==> src/rtl/dsp_mac_pkg.sv <==
// Shared types and OPMODE encodings for the DSP48A1 multiply/accumulate sequencer.
package dsp_mac_pkg;

  typedef enum logic [2:0] {
    IDLE,
    RUN,
    DRAIN,
    CLR,
    DONE
  } mac_state_e;

  // X=M, Z=0 starts a fresh sum; X=M, Z=P accumulates onto it.
  localparam logic [7:0] OPM_LOAD = 8'h01;
  localparam logic [7:0] OPM_ACC  = 8'h09;
  localparam logic [7:0] OPM_IDLE = 8'h00;

endpackage

==> src/rtl/mac_tok_pipe.sv <==
// Shift register of {valid, first} tokens that shadows the slice's A/B and M
// register stages, so the controller knows when a product reaches P.
module mac_tok_pipe #(
  parameter int DEPTH = 2
) (
  input  logic CLK,
  input  logic RST,
  input  logic tok_valid_i,
  input  logic tok_first_i,
  output logic tok_valid_o,
  output logic tok_first_o,
  output logic pending_o
);

  generate
    if (DEPTH == 0) begin : g_bypass
      logic unused_clk_rst;
      assign unused_clk_rst = CLK ^ RST;
      assign tok_valid_o    = tok_valid_i;
      assign tok_first_o    = tok_first_i;
      assign pending_o      = 1'b0;
    end else begin : g_regs
      logic [DEPTH-1:0] valid_q;
      logic [DEPTH-1:0] first_q;

      always_ff @(posedge CLK or posedge RST) begin
        if (RST) begin
          valid_q <= '0;
          first_q <= '0;
        end else begin
          valid_q[0] <= tok_valid_i;
          first_q[0] <= tok_first_i;
          for (int i = 1; i < DEPTH; i++) begin
            valid_q[i] <= valid_q[i-1];
            first_q[i] <= first_q[i-1];
          end
        end
      end

      assign tok_valid_o = valid_q[DEPTH-1];
      assign tok_first_o = first_q[DEPTH-1];

      // Tokens still behind the output stage; the output stage itself drains this cycle.
      if (DEPTH > 1) begin : g_pend
        assign pending_o = |valid_q[DEPTH-2:0];
      end else begin : g_nopend
        assign pending_o = 1'b0;
      end
    end
  endgenerate

endmodule

==> src/rtl/dsp_mac_seq.sv <==
// Sequencer for one DSP48A1-style MAC slice: pulls operand pairs, drives the
// slice clock enables and OPMODE, and pulses done once P holds the dot product.
module dsp_mac_seq
  import dsp_mac_pkg::*;
#(
  parameter int AB_REG = 1,
  parameter int M_REG  = 1,
  parameter int LEN_W  = 10
) (
  input  logic             CLK,
  input  logic             RST,
  input  logic             start,
  input  logic [LEN_W-1:0] len,
  output logic             busy,
  input  logic             in_valid,
  output logic             in_ready,
  output logic             ce_ab,
  output logic             ce_m,
  output logic             ce_p,
  output logic             rst_p,
  output logic [7:0]       opmode,
  output logic             done
);

  localparam int LAT = AB_REG + M_REG;

  mac_state_e       state_q, state_d;
  logic [LEN_W-1:0] remaining_q, remaining_d;
  logic             first_q, first_d;

  logic accept;
  logic tok_valid;
  logic tok_first;
  logic tok_pending;

  assign accept = in_valid && (state_q == RUN);

  mac_tok_pipe #(
    .DEPTH(LAT)
  ) u_tok_pipe (
    .CLK        (CLK),
    .RST        (RST),
    .tok_valid_i(accept),
    .tok_first_i(first_q),
    .tok_valid_o(tok_valid),
    .tok_first_o(tok_first),
    .pending_o  (tok_pending)
  );

  always_ff @(posedge CLK or posedge RST) begin
    if (RST) begin
      state_q     <= IDLE;
      remaining_q <= '0;
      first_q     <= 1'b0;
    end else begin
      state_q     <= state_d;
      remaining_q <= remaining_d;
      first_q     <= first_d;
    end
  end

  always_comb begin
    state_d     = state_q;
    remaining_d = remaining_q;
    first_d     = first_q;
    case (state_q)
      IDLE: begin
        if (start) begin
          if (len != '0) begin
            state_d     = RUN;
            remaining_d = len;
            first_d     = 1'b1;
          end else begin
            state_d = CLR;
          end
        end
      end
      RUN: begin
        if (accept) begin
          first_d     = 1'b0;
          remaining_d = remaining_q - LEN_W'(1);
          // With no slice registers the final P update coincides with the
          // last accept, so there is nothing left to drain.
          if (remaining_q == LEN_W'(1)) begin
            state_d = (LAT == 0) ? DONE : DRAIN;
          end
        end
      end
      DRAIN: begin
        if (!tok_pending) begin
          state_d = DONE;
        end
      end
      CLR:     state_d = DONE;
      DONE:    state_d = IDLE;
      default: state_d = IDLE;
    endcase
  end

  assign busy     = (state_q != IDLE);
  assign in_ready = (state_q == RUN);
  assign ce_ab    = accept;
  assign ce_m     = busy;
  assign ce_p     = tok_valid;
  assign rst_p    = (state_q == CLR);
  assign done     = (state_q == DONE);
  assign opmode   = !tok_valid ? OPM_IDLE : (tok_first ? OPM_LOAD : OPM_ACC);

endmodule

==> config.mk <==
export PLATFORM = sky130hd
export DESIGN_NAME = dsp_mac_seq
export DESIGN_NICKNAME = d
export VERILOG_FILES = /design/src/rtl/dsp_mac_pkg.sv /design/src/rtl/mac_tok_pipe.sv /design/src/rtl/dsp_mac_seq.sv
export SDC_FILE = /design/constraint.sdc
export NUM_CORES = 1
export LEC_CHECK = 0
export ABC_AREA = 1
export BUFFER_PORTS_ARGS = -buffer_cell sky130_fd_sc_hd__buf_2
export CORE_MARGIN = 2
export CORE_UTILIZATION = 41
export CTS_CLUSTER_SIZE = 20
export DETAILED_ROUTE_END_ITERATION = 8
export PLACE_DENSITY = 0.61
export SLEW_MARGIN = 20
export SYNTH_ARGS = -nofsm -noshare
export SYNTH_HDL_FRONTEND = slang
export SYNTH_SLANG_ARGS = --single-unit
==> constraint.sdc <==
create_clock -name CLK -period 4.42 [get_ports CLK]
set_input_delay 0.663 -clock CLK [delete_from_list [all_inputs] [get_ports CLK]]
set_output_delay 0.663 -clock CLK [all_outputs]
set_load 0.01 [all_outputs]
# ---- Word-level counts from Yosys, hierarchy flattened
# Index checks and enable logic that the tools add are counted.
dict set report classes {
  n_addsub 1
  multipliers 0
  div_mod_pow 0
  magnitude_cmp 0
  eq_ne 10
  shifts 0
  mux 16
  bitwise_logic 0
  reduce_logical 7
}
# cell count
set op_table {}
lappend op_table {{10-bit two-way mux} 3}
lappend op_table {{10-bit one-hot mux with 2 select lines} 1}
lappend op_table {{3-bit two-way mux} 4}
lappend op_table {{3-bit one-hot mux with 4 select lines} 1}
lappend op_table {{10-bit by 1-bit equality test with 1-bit output, second input constant} 1}
lappend op_table {{10-bit nonzero test} 1}
lappend op_table {{10-bit by 1-bit subtractor with 10-bit output, second input constant} 1}
lappend op_table {{4-bit two-way mux} 2}
lappend op_table {{4-bit AND reduction} 2}
lappend op_table {{3-bit by 2-bit equality test with 1-bit output, second input constant} 2}
lappend op_table {{2-bit != test, second input constant} 3}
lappend op_table {{2-bit by 1-bit != test with 1-bit output, second input constant} 2}
lappend op_table {{3-bit by 1-bit equality test with 1-bit output, second input constant} 1}
lappend op_table {{3-bit equality test, second input constant} 1}
lappend op_table {{3-bit logical NOT} 1}
lappend op_table {{1-bit two-way mux} 3}
lappend op_table {{3-bit nonzero test} 1}
lappend op_table {{2-bit two-way mux} 1}
lappend op_table {{1-bit one-hot mux with 2 select lines} 1}
lappend op_table {{2-bit nonzero test} 1}
lappend op_table {{1-bit logical AND} 1}
dict set report totals {
  regBits 18
  latchBits 0
  mem_bits_rw 0
  rom_bits 0
  in_bits 14
  output_inout_bits 15
  wordCells 39
  mem_count 0
}

# ---- Depth between registers and ports, before layout
dict set report depth {
  depth_word 4
  depth_mapped 10
  mapped_depth_nobuf 10
}

# ---- Cells and area by module
# A second synthesis with hierarchy kept.
dict set report hier_totals {
  cells_unflattened 174
  area_unflattened_um2 1193.6
}
# mod n_inst cells_each area_each_um2 seq_area_each_um2
set by_module_without_submodules {}
lappend by_module_without_submodules {dsp_mac_seq 1 169 1089.8 350.3}
lappend by_module_without_submodules {mac_tok_pipe 1 5 103.8 100.1}

# ---- Least setup slack after synthesis
# No wires, ideal clock.
dict set report synth_timing {
  path_kind {register -> output}
  from {reg state_q[2]}
  to {out ce_ab}
  t_arrival_ns 1.139
  required_ns 3.757
  setup_slack_ns 2.618
  stages_incl_launch_ff 7
  n_path_buf 1
  path_cell_list {dfrtp_1 -> inv_1 -> nand2_1 -> nor2_4 -> inv_2 -> buf_2 -> nor2_1}
}
dict set report synth_via {
  elab_chain_cells 2
}
# item line_no
set synth_rtl {}
lappend synth_rtl {{from (decl)} dsp_mac_seq.sv:27} ;# mac_state_e state_q, state_d;
lappend synth_rtl {{from (signal assigned)} dsp_mac_seq.sv:56} ;# state_q <= state_d;
lappend synth_rtl {{3-bit by 1-bit equality test with 1-bit output} dsp_mac_seq.sv:36} ;# assign accept = in_valid && (state_q == RUN);
lappend synth_rtl {{1-bit logical AND} dsp_mac_seq.sv:36}
lappend synth_rtl {{to (decl)} dsp_mac_seq.sv:17} ;# output logic ce_ab,
# No other way between the ends.

# ---- Worst setup path in the final report
# Ends and elaborated chain as after synthesis.

==> summary.txt <==
Outcome
  • Run status: finished, final reports clean

Placement
  • Pre-CTS setup slack: 2.357 ns
  • Routability cong.: 0.8540
  • DP Area: 1325 sq um
  • Detailed Place HPWL: 1927 um
  • Port bufs: 22

Critical path
  • Crit path capture type: primary output
  • Critical Path Start Type: flip-flop
  • Worst Path Required: 3.76 ns
  • Worst R2R Path Depth: 9
  • Worst reg2reg endpoint: remaining_q[6]$_DFFE_PP0P_
  • Biggest cell delay along the critical path: 0.44 ns
  • RR Startpoint: remaining_q[0]$_DFFE_PP0P_
  • CP max FO: 15
  • Critical Path AT: 1.76 ns
  • Worst path cell trace: inv_1 > nand2_1 > nor2_4 > inv_2 > nor2_1 > buf_2
  • CP bufs+invs: 3
  • Cell family contributing the most delay on the critical path: simple AND/OR/NAND/NOR gates
  • WS Path Type: flip-flop to primary output
  • Flop2flop setup slack: 2.83 ns
  • Slowest CP cell: dfrtp_1

Clocking
  • TritonCTS clock tree: yes
  • CTS root buf: clkbuf_4
  • Cts hold-fix bufs: 0
  • Post-CTS Setup Inserts: 0
  • CTS Buffer Depth: 2
  • Cts bufs inserted: 3
  • Clock sinks: 18
  • Worst skew pair latency: 0.31 ns
  • H-tree levels: 1
  • Clk pin slew, worst setup/hold paths: 0.11 ns
  • Post-CTS Resized: 0

Die
  • Num ports: 29
  • Core Region: 2805 sq um
  • Die height: 59.02 um
  • Die ar.: 3483 sq um
  • Rows: 19
  • Die width: 59.02 um
  • Initial Util: 0.4425

Power and ir drop
  • P_sw: 488.5 uW
  • Leak: 0.7628 nW
  • Total power: 972.9 uW
  • Clock power frac: 0.110
  • Gate power share: 0.586
  • PD cells: 714.7 nW/um^2
  • Sw frac: 0.5022
  • Sequential power share: 0.304
  • Power Internal: 484.3 uW
  • IR Drop Worst-Case VDD: 0.2747 mV

STA
  • Sum Neg Setup Slack: 0 ns
  • Slew Limit Fails: 0
  • Final period util: 0.5476
  • Final setup violation count: 0
  • Maximum clock frequency: 413.2 MHz
  • Worst slew pin tran: 0.6928 ns
  • Unrepaired setup endpoints after global routing: false
  • Slew HR: 0.5376
  • Final hold viol count: 0
  • Final worst slack: 2.000 ns
  • Crit path time final: 2.420 ns
  • Worst clock skew: 0.005685 ns

Global routing
  • Initial antenna violation count: 0
  • Global route overflow: 0
  • GR Util All Layers: 0.1697
  • Largest net degree at the start of global routing: 19
  • Vias in the first global route: 1049
  • First-pass GRT wire length: 4471 um

Min path
  • Hold path endpoint: u_tok_pipe.g_regs.first_q[1]$_DFF_PP0_
  • Hold Crit Start: u_tok_pipe.g_regs.first_q[0]$_DFF_PP0_
  • HP Class: flip-flop to flip-flop
  • Hold path depth: 0

Final layout
  • Sequential cell area: 450.4 sq um
  • End-of-flow core utilization: 0.4853
  • Commonest non-fill, non-tap cell in the layout: nand2_1
  • Most frequent cells in the layout: 52 x nand2_1, 24 x inv_1, 24 x nor2_1
  • Multi-input logic area: 624.3 sq um
  • Antenna Diode Count: 0
  • Final Instance Area: 1361 sq um
  • Share of cells above drive strength 1: 0.2273
  • Layout area overhead: 9.678%
  • Final #Nets: 215
  • FILL cells: 289

Drt
  • Antenna violation net count after detailed routing: 0
  • Drt wl/cell: 10.92 um
  • Vias: 1118
  • Detailed Routing Iterations Pass 1: 4
  • Detailed-route DRC error count: 0
  • Final wirelength: 2500 um
  • Vias per cell: 4.882
  • 1st-iter DRT viols: 44

Yosys
  • Synth cell types: 22
  • Seq/Total Area, Yosys: 0.3629
  • Post-Syn Instances: 178
  • Synthesis Warnings: 0
  • Synth Cell Area: 1241 sq um
  • Register bit count reported by yosys: 18
  • Synthesized area per cell: 6.973 sq um

Run
  • Max_cap viols: 0
worst register-to-register path: cells and delay by family (launching register included):
kind / cells / cell delay [ns]
AND/OR/NAND/NOR: 5 / 0.54
flip-flops: 1 / 0.41
buffers and inverters: 2 / 0.17
adder cells (fa/ha/maj): 1 / 0.18
AO/OA/AOI/OAI: 1 / 0.17
sequential cells by signal, indices dropped and copies added (netlist names):
register and cells:
remaining_q 10, state_q 3, u_tok_pipe.g_regs.first_q 2, u_tok_pipe.g_regs.valid_q 2, first_q 1
how the worst max path moves through the flow:
stage / from / to / slack [ns] / cells after the start
detailed placement: state_q[2]$_DFFE_PP0P_ / ce_ab / 2.36 / 6
floorplan: state_q[2]$_DFFE_PP0P_ / ce_ab / 2.62 / 6
global route: state_q[2]$_DFFE_PP0P_ / ce_ab / 1.81 / 6
finish: state_q[2]$_DFFE_PP0P_ / ce_ab / 2.00 / 6
CTS: state_q[2]$_DFFE_PP0P_ / ce_ab / 1.99 / 6
global placement: state_q[2]$_DFFE_PP0P_ / ce_ab / 2.40 / 6
stage by stage:
stage,std cells,hold slack [ns]
6_report,229,0.3590
5_1_grt,229,0.3859
4_1_cts,229,0.3644
3_5_place_dp,225,0.3371
3_3_place_gp,225,0.3340
2_1_floorplan,183,0.3312
logic make-up after synthesis:
family / count (synthesis) / share of synthesized area
buffers and inverters: 38 / 0.1492
AO/OA/AOI/OAI: 15 / 0.07358
flip-flops: 18 / 0.3629
AND/OR/NAND/NOR: 104 / 0.3911
other: 1 / 0.003021
adder cells (fa/ha/maj): 2 / 0.02016
final cells by class:
class	instances	area share
clock buffer	4	0.02665
sequential	18	0.3309
tap	31	0.02849
timing repair buffer	22	0.08088
inverter	27	0.07445
multi-input combinational	127	0.4586
routing by layer:
layer,wire [um],GRT usage,vias up
met1,1174,0.2187,513
met3,130,0.04148,4
met2,1164,0.2714,29
li1,-,-,572
met5,0,0,-
met4,30,0.07143,0
power by group through the flow:
stage / registers (mW) / clock network, mW / logic [mW]
2_1_floorplan: 0.287 / 0 / 0.491
3_3_place_gp: 0.295 / 0 / 0.567
3_5_place_dp: 0.298 / 0 / 0.573
4_1_cts: 0.294 / 0.112 / 0.576
5_1_grt: 0.304 / 0.121 / 0.669
6_report: 0.295 / 0.107 / 0.570
cells in the mapped netlist:
cell type | instances | area share
nand2_1 | 52 | 0.16
inv_1 | 24 | 0.073
nor2_1 | 24 | 0.073
dfrtp_1 | 18 | 0.36
nand3_1 | 11 | 0.044
buf_4 | 9 | 0.054
o21ai_0 | 9 | 0.036
nand3_2 | 4 | 0.032
nand4_1 | 4 | 0.020
nor2_4 | 4 | 0.036
o21ai_2 | 4 | 0.028
inv_2 | 3 | 0.0091
ha_1 | 2 | 0.020
nor2_2 | 2 | 0.010
a31oi_1 | 1 | 0.0050
buf_2 | 1 | 0.0040
buf_6 | 1 | 0.0091
conb_1 | 1 | 0.0030
nand2_2 | 1 | 0.0050
nand2_4 | 1 | 0.0091
nor3_1 | 1 | 0.0040
o21ai_1 | 1 | 0.0040
Note: power is estimated with default switching activity, not from simulation.
